**src/rtl/sram64_bridge_pkg.sv**
```systemverilog
// Shared types and constants for the 64-bit SRAM initiator bridge.
package sram64_bridge_pkg;

    localparam int SRAM64_MAX_READ_LATENCY = 2;
    localparam int SRAM64_ADDR_LSB         = 3;

    typedef struct packed {
        logic [63:0] rdata;
        logic        write;
        logic        err;
    } resp_t;

    typedef struct packed {
        logic write;
        logic err;
    } tag_t;

endpackage

```
**src/rtl/sram64_resp_fifo.sv**
```systemverilog
// Circular response FIFO; DEPTH need not be a power of two, push and pop may share a cycle.
// dout shows the stored head and is meaningful only while !empty.
module sram64_resp_fifo
    import sram64_bridge_pkg::*;
#(
    parameter int  DEPTH = 3,
    parameter type T     = resp_t
) (
    input  logic                         clka,
    input  logic                         rst,
    input  logic                         push,
    input  T                             din,
    input  logic                         pop,
    output T                             dout,
    output logic                         empty,
    output logic [$clog2(DEPTH+1)-1:0]   count
);

    localparam int PW = (DEPTH > 1) ? $clog2(DEPTH) : 1;

    T               mem [DEPTH];
    logic [PW-1:0]  wr_ptr;
    logic [PW-1:0]  rd_ptr;
    logic           do_pop;

    function automatic logic [PW-1:0] bump(input logic [PW-1:0] p);
        return (p == PW'(DEPTH - 1)) ? '0 : p + 1'b1;
    endfunction

    assign empty  = (count == '0);
    assign do_pop = pop && !empty;
    assign dout   = mem[rd_ptr];

    always_ff @(posedge clka) begin
        if (rst) begin
            wr_ptr <= '0;
            rd_ptr <= '0;
            count  <= '0;
        end else begin
            if (push) begin
                mem[wr_ptr] <= din;
                wr_ptr      <= bump(wr_ptr);
            end
            if (do_pop) begin
                rd_ptr <= bump(rd_ptr);
            end
            if (push && !do_pop) begin
                count <= count + 1'b1;
            end else if (!push && do_pop) begin
                count <= count - 1'b1;
            end
        end
    end

endmodule

```
**src/rtl/sram64_master_bridge.sv**
```systemverilog
// Valid/ready to 64-bit SRAM-port initiator; response appears READ_LATENCY+1 cycles after accept.
// Credit counter holds req_ready low while RESP_DEPTH responses are owed; SRAM64_BRIDGE_ALIGN_CHECK_EN flags misaligned requests.
module sram64_master_bridge
    import sram64_bridge_pkg::*;
#(
    parameter int READ_LATENCY = 1,
    parameter int RESP_DEPTH   = 3
) (
    input  logic        clka,
    input  logic        rst,
    input  logic        req_valid,
    output logic        req_ready,
    input  logic [63:0] req_addr,
    input  logic [63:0] req_wdata,
    input  logic [7:0]  req_wstrb,
    output logic        resp_valid,
    input  logic        resp_ready,
    output logic [63:0] resp_rdata,
    output logic        resp_write,
    output logic        resp_err,
    output logic [63:0] addra,
    output logic [63:0] dina,
    output logic [7:0]  wea,
    output logic        ena,
    input  logic [63:0] douta
);

    localparam int LAT = (READ_LATENCY > SRAM64_MAX_READ_LATENCY) ? SRAM64_MAX_READ_LATENCY : READ_LATENCY;
    localparam int OW  = $clog2(RESP_DEPTH + 1);

    logic                        accept;
    logic                        pop;
    logic                        req_err;
    logic                        fifo_empty;
    logic [OW-1:0]               occ;
    logic [OW-1:0]               unused_fifo_count;
    tag_t                        req_tag;
    tag_t                        exit_tag;
    logic [LAT-1:0]              pipe_vld;
    tag_t [LAT-1:0]              pipe_tag;
    resp_t                       cap;
    resp_t                       head;

`ifdef SRAM64_BRIDGE_ALIGN_CHECK_EN
    assign req_err = (req_addr[2:0] != 3'b000) && (req_wstrb != 8'hFF);
`else
    logic unused_addr_lsb;
    assign unused_addr_lsb = ^req_addr[2:0];
    assign req_err         = 1'b0;
`endif

    assign req_ready = !rst && (occ < OW'(RESP_DEPTH));
    assign accept    = req_valid && req_ready;
    // Misaligned requests still consume a credit but never touch the SRAM.
    assign ena       = accept && !req_err;
    assign wea       = ena ? req_wstrb : 8'h00;
    assign addra     = {req_addr[63:SRAM64_ADDR_LSB], {SRAM64_ADDR_LSB{1'b0}}};
    assign dina      = req_wdata;
    assign req_tag   = '{write: (req_wstrb != 8'h00), err: req_err};

    generate
        if (LAT == 1) begin : g_lat1
            always_ff @(posedge clka) begin
                if (rst) begin
                    pipe_vld <= '0;
                    pipe_tag <= '0;
                end else begin
                    pipe_vld[0] <= accept;
                    pipe_tag[0] <= req_tag;
                end
            end
        end else begin : g_latn
            always_ff @(posedge clka) begin
                if (rst) begin
                    pipe_vld <= '0;
                    pipe_tag <= '0;
                end else begin
                    pipe_vld <= {pipe_vld[LAT-2:0], accept};
                    pipe_tag <= {pipe_tag[LAT-2:0], req_tag};
                end
            end
        end
    endgenerate

    assign exit_tag = pipe_tag[LAT-1];
    assign cap      = '{rdata: (exit_tag.write || exit_tag.err) ? 64'h0 : douta,
                        write: exit_tag.write,
                        err:   exit_tag.err};

    sram64_resp_fifo #(
        .DEPTH (RESP_DEPTH),
        .T     (resp_t)
    ) u_resp_fifo (
        .clka  (clka),
        .rst   (rst),
        .push  (pipe_vld[LAT-1]),
        .din   (cap),
        .pop   (pop),
        .dout  (head),
        .empty (fifo_empty),
        .count (unused_fifo_count)
    );

    assign resp_valid = !fifo_empty;
    assign pop        = resp_valid && resp_ready;
    assign resp_rdata = fifo_empty ? 64'h0 : head.rdata;
    assign resp_write = !fifo_empty && head.write;
    assign resp_err   = !fifo_empty && head.err;

    // occ covers both pipe and FIFO, so a captured response always finds a free slot.
    always_ff @(posedge clka) begin
        if (rst) begin
            occ <= '0;
        end else if (accept && !pop) begin
            occ <= occ + 1'b1;
        end else if (!accept && pop) begin
            occ <= occ - 1'b1;
        end
    end

endmodule

```
**config.mk**
```make
export PLATFORM = sky130hd
export DESIGN_NAME = sram64_master_bridge
export DESIGN_NICKNAME = d
export VERILOG_FILES = /design/src/rtl/sram64_bridge_pkg.sv /design/src/rtl/sram64_resp_fifo.sv /design/src/rtl/sram64_master_bridge.sv
export SDC_FILE = /design/constraint.sdc
export NUM_CORES = 1
export LEC_CHECK = 0
export CORE_ASPECT_RATIO = 1.1
export CORE_MARGIN = 4
export CORE_UTILIZATION = 35
export CTS_CLUSTER_DIAMETER = 40
export DETAILED_ROUTE_END_ITERATION = 6
export PLACE_DENSITY = 0.78
export SLEW_MARGIN = 20
export SYNTH_ARGS = -nofsm -noshare
export SYNTH_HDL_FRONTEND = slang
export SYNTH_SLANG_ARGS = --single-unit
```
**constraint.sdc**
```tcl
create_clock -name clka -period 11.5 [get_ports clka]
set_input_delay 3.45 -clock clka [delete_from_list [all_inputs] [get_ports clka]]
set_output_delay 3.45 -clock clka [all_outputs]
set_load 0.01 [all_outputs]
```
---- Word-level counts from Yosys, hierarchy flattened ----
Memory sizes are Yosys's and may differ from the RTL's. A register that Yosys moved wholly into a read port is not among the register bits.
Index checks and enable logic that the tools add are counted.
operators by class
  add/subtract/negate cells ............... 6
  multipliers ............................. 0
  divide/modulo/power cells ............... 0
  order comparisons ....................... 1
  eq/ne operators ......................... 2
  shift operators ......................... 0
  muxes and demuxes ....................... 14
  bitwise operators ....................... 0
  reduce and logical (&&, ||, !) cells .... 21
operators with widths
  kind                                                                 number
  64-bit two-way mux                                                   2
  2-bit two-way mux                                                    8
  1-bit logical AND                                                    9
  2-bit by 1-bit adder with 2-bit output (second input constant)       4
  8-bit two-way mux                                                    1
  8-bit nonzero test                                                   1
  1-bit logical NOT                                                    6
  2-bit equality test (second input constant)                          2
  2-bit nonzero test                                                   2
  2-bit by 1-bit subtractor with 2-bit output (second input constant)  2
  1-bit two-way mux                                                    3
  2-bit logical NOT                                                    1
  2-bit less-than comparator (second input constant)                   1
  1-bit logical AND (second input constant)                            1
  1-bit logical OR (second input constant)                             1
word-level totals
  flip-flop bits (word level) ............. 10
  bits in latches ......................... 0
  memory bits (writable) .................. 195
  memory bits (read-only) ................. 0
  bits of input ports ..................... 204
  output and inout bits ................... 205
  memories kept ........................... 1
memory list
  name             depth  width  rd ports  clocked after memory_dff  wr ports  line                    RTL
  u_resp_fifo.mem  3      65     1         1                         1         sram64_resp_fifo.sv:21  T mem [DEPTH];

---- Longest topological paths before layout ----
  word-level depth ........................ 7
  depth in mapped cells ................... 7
  mapped depth without buffers ............ 6

---- Modules after synthesis ----
From an unflattened synthesis, not the netlist that was laid out.
second synthesis, totals
  cell total of the unflattened synthesis .. 754
  area total of the unflattened synthesis .. 9724.3 um^2
modules (own cells, without submodules)
  module                instances  cells each  area an instance (um^2)  sequential area each (um^2)
  sram64_resp_fifo      1          452         7656.1                   6105.9
  sram64_master_bridge  1          302         2068.2                   80.1

---- Worst setup path after synthesis ----
Ideal clock, no wire load.
  kind .................................... input port to flip-flop
  start point ............................. input rst
  end point ............................... memory u_resp_fifo.mem[0][0] (netlist bit) (enable)
  arrival time ............................ 7.913 ns
  path slack .............................. 3.019 ns
  stages .................................. 1
  cells stage by stage .................... nor3_1
on the way
  word-level cells in the longest chain between the ends .. 2
RTL lines
  item                                     line                        RTL
  from (decl)                              sram64_master_bridge.sv:10  input logic rst,
  1-bit two-way mux                        sram64_resp_fifo.sv:35      if (rst) begin
  1-bit two-way mux (not written as such)  sram64_resp_fifo.sv:41      mem[wr_ptr] <= din;
  to (decl)                                sram64_resp_fifo.sv:21
No other way between the ends.

---- Worst setup path in the final report ----
  start point ............................. input rst
  end point ............................... output wea[6]
on the way
  word-level cells in the longest chain between the ends .. 4
RTL lines
  item               line                        RTL
  1-bit logical NOT  sram64_master_bridge.sv:52  assign req_ready = !rst && (occ < OW'(RESP_DEPTH));
  1-bit logical AND  sram64_master_bridge.sv:52
  1-bit logical AND  sram64_master_bridge.sv:53  assign accept = req_valid && req_ready;
  8-bit two-way mux  sram64_master_bridge.sv:56  assign wea = ena ? req_wstrb : 8'h00;
  to (decl)          sram64_master_bridge.sv:23  output logic [7:0] wea,
No other way between the ends.

==> impl_summary.txt <==
----------------------------------------------------
[Route]
  Remaining number of nets flagged by the antenna check after routing ... 0
  First drt pass iteration count ... 4
  DRC violation count after routing ... 0
  Drt total wl ... 18.7 mm
  Number of vias in the routed layout ... ~5000
  Number of DRC violations after detailed-routing iteration 0 ... 234
  Mean number of vias per cell ... 4.63
  Wire length per cell ... 17.2 microns

[Clock network]
  Clock network latency to the later pin of the worst-skew pair ... 0.52 ns
  Clock tree from TritonCTS ... yes
  Root Buffer Master ... clkbuf_16
  Clock-pin slew on the worst setup and hold paths ... 0.06 ns
  Hold bufs inserted after CTS ... 0
  H-tree depth reported by CTS ... 1
  Count of buffers added by post-CTS timing repair for setup ... 0
  Number of clock sinks seen by CTS ... between 200 and 250
  Clk buf depth ... 3
  Number of buffers created by CTS ... 29
  Post-cts resize count ... 0

[GRT]
  Global-route wire length before repair ... 28.9 mm
  Global-route total usage across every layer ... 0.117
  GRT Residual Overflow ... 0
  Largest net degree at the start of global routing ... around 70
  Initial antenna violation count ... 0
  Number of global-route vias before repair ... ~5500

[Floorplan]
  Floorplan die area ... around 30000 sq um
  Initial cell density of the core ... 0.357
  Total number of placement rows ... 63
  # IOs ... roughly 410
  Core box area ... 27000 sq um
  DIE HEIGHT ... roughly 180 microns
  Die span in x ... 166 microns

[Placement]
  Dpl hpwl ... 11.8 mm
  Post-place instance area ... 10600 sq um
  Final Wtd Congestion ... between 0.6 and 0.7
  Port-buffer cells ... approximately 150

[Timing]
  Number of endpoints with negative hold slack in the final report ... 0
  Setup_tns ... 0 ns
  Peak Freq ... 0.109 GHz
  Fin Clk Skew ... 0.0143 ns
  Remaining max-slew budget at the tightest pin ... 0.302
  Slew of the pin with the lowest slew margin ... 1.05 ns
  Final number of max-transition violations ... 0
  Ratio of final minimum period to clock period ... 0.800
  Unrepaired setup endpoints after global routing ... false
  Final setup fails ... 0
  Tmin final ... 9.20 ns

[Yosys]
  Post-Syn Area per Cell ... 14.3 sq um
  Proportion of netlist area held by the largest area contributor ... 0.607
  Number of warnings reported in the yosys synthesis log ... 0
  Cell area after synthesis ... 9640 sq um
  Cells after Synth ... 673
  Number of flip-flops and latches in the synthesized netlist ... 207
  Proportion of synthesized chip area in sequential cells ... 0.632
  Post-synth top area cell ... edfxtp_1
  Unique masters post-synth ... 28
  Top area cells in the synthesized netlist ... edfxtp_1 (61%), buf_4 (11%), mux2i_1 (6.7%)

[Setup path]
  Type of the worst setup path ... in -> out
  Crit start category ... primary input
  Critical path peak fanout ... 13
  Data arrival time of the worst path ... 5.75 ns
  Cell breakdown of the critical path ... clkdlybuf4s50_1 -> a21oi_1 -> and3_1 -> clkdlybuf4s50_1
  Buf+Inv Stages, Crit Path ... 2
  Family with the most delay on the worst path ... buffers and inverters
  Kind of end point of the critical path ... output port
  Data required time at the worst endpoint ... 8.05 ns
  Worst stage delay on the critical path ... 0.78 ns
  CP max-delay cell ... a21oi_1
  Most common cell on crit path ... clkdlybuf4s50_1

[Power]
  Pint ... 1760 uW
  P per Cell Area ... 209 nW/um^2
  Maximum vdd ir drop ... around 0.14 mV
  Switching share of power ... 0.271
  Logic pwr share ... 0.255
  Seq pwr share ... 0.367
  Clock network fraction of design power ... 0.377
  Net switching power ... around 660 uW
  Static leakage power ... 0.00383 uW

[Cells and area]
  Design Area, Final ... about 12000 sq um
  Share of final-layout standard cells stronger than drive strength 1 ... 0.136
  Diode count ... 0
  Number of nets in the finished design ... 913
  Layout-stage area growth over the synthesis result ... 20.0%

[Status]
  Status ... finished clean

[Job]
  Maxcap violations ... 0

[Worst hold path]
  Kind of path behind the tightest hold check ... reg -> reg

----------------------------------------------------
-- per-layer routing --
layer	global-route usage	up-vias	share of wire
met5	0	-	0
met4	0.0445	0	0.034
met3	0.0403	83	0.074
met2	0.203	194	0.48
met1	0.135	2431	0.41
li1	-	2321	-
-- worst register-to-register path: stages (launching register included) --
cell and delay [ns]:
dfxtp_1 0.40, nand3b_1 0.16, nor2_4 0.81, buf_4 0.60
-- per-stage QoR --
stage	setup slack (ns)	hold slack, ns	total power [uW]	cells	utilization
4_1_cts	2.33	0.492	2460	1086	0.428
3_3_place_gp	2.35	0.453	1530	1033	0.390
2_1_floorplan	3.02	0.441	1270	676	-
6_report	2.30	0.490	2420	1086	0.428
5_1_grt	2.19	0.513	2530	1086	0.428
3_5_place_dp	2.35	0.472	1530	1033	0.390
-- synthesized netlist by cell type --
| cell type | n |
|---|---|
| edfxtp_1 | 195 |
| buf_4 | 135 |
| nor2_1 | 70 |
| mux2i_1 | 65 |
| nor2b_1 | 64 |
| mux2_1 | 31 |
| mux2_4 | 19 |
| mux2_2 | 16 |
| clkbuf_1 | 14 |
| dfxtp_1 | 12 |
| and3_1 | 8 |
| a21oi_1 | 7 |
| buf_6 | 6 |
| buf_2 | 4 |
| xor2_1 | 4 |
| nand2_1 | 3 |
| or3_1 | 3 |
| and2_1 | 2 |
| ha_1 | 2 |
| nand2b_1 | 2 |
| nor3_1 | 2 |
| nor4_1 | 2 |
| o21ai_0 | 2 |
| conb_1 | 1 |
| inv_1 | 1 |
| nand3b_1 | 1 |
| o21ai_2 | 1 |
| or3b_1 | 1 |
-- cells by family after synthesis --
kind of cell / Yosys count / share of synthesized area
other cells: 1 / 0.000389
xor+xnor: 4 / 0.00363
mux: 131 / 0.152
simple gates: 158 / 0.0837
buf+inv: 160 / 0.120
flops: 207 / 0.632
fa+ha+maj: 2 / 0.00259
compound gates: 10 / 0.00558
-- state kept, by name, summed over array words and instances (netlist names), named ones only --
register and cells:
u_resp_fifo.mem 195, occ 2, u_resp_fifo.count 2, u_resp_fifo.rd_ptr 2, u_resp_fifo.wr_ptr 2, cap 1
pipe_vld 1
-- path summary, 6_finish.rpt --
check	endpoint	slack, ns	from	cells after the start
worst max-delay path	wea[6]	2.30	rst	4
worst min-delay path	flip-flop	0.49	u_resp_fifo.rd_ptr[0]	2
worst max register to register	u_resp_fifo.mem[1][23]	9.13	u_resp_fifo.wr_ptr[0]	3
worst min register to register	flip-flop	0.49	u_resp_fifo.rd_ptr[0]	2
-- placed cells by master, fill, tap and decap left out, drive strengths merged, types with 5 or more instances in the layout --
| master | instances |
|---|---|
| edfxtp | 195 |
| clkdlybuf4s50 | 151 |
| nor2 | 70 |
| mux2 | 66 |
| mux2i | 65 |
| nor2b | 64 |
| clkbuf | 32 |
| dfxtp | 12 |
| inv | 9 |
| and3 | 8 |
| buf | 8 |
| a21oi | 7 |
| clkinv | 6 |
| bufinv | 5 |
-- cell type report --
cell class / instances / area, sq um
Fill cell: 2453 / 15500
Sequential cell: 207 / 6110
Multi-Input combinational cell: 309 / 2430
Timing Repair Buffer: 159 / 1570
Clock buffer: 32 / 737
Tap cell: 357 / 447
Clock inverter: 21 / 280
Inverter: 1 / 3.75
-- power groups by stage --
stage                     Sequential [uW]  Combinational, uW  Clock [uW]
after floorplan                       878                394           0
after global placement                905                622           0
after detailed placement              907                625           0
after CTS                             891                630         936
after global routing                  894                668         972
final                                 890                618         914
(Power assumes the default switching activity.)
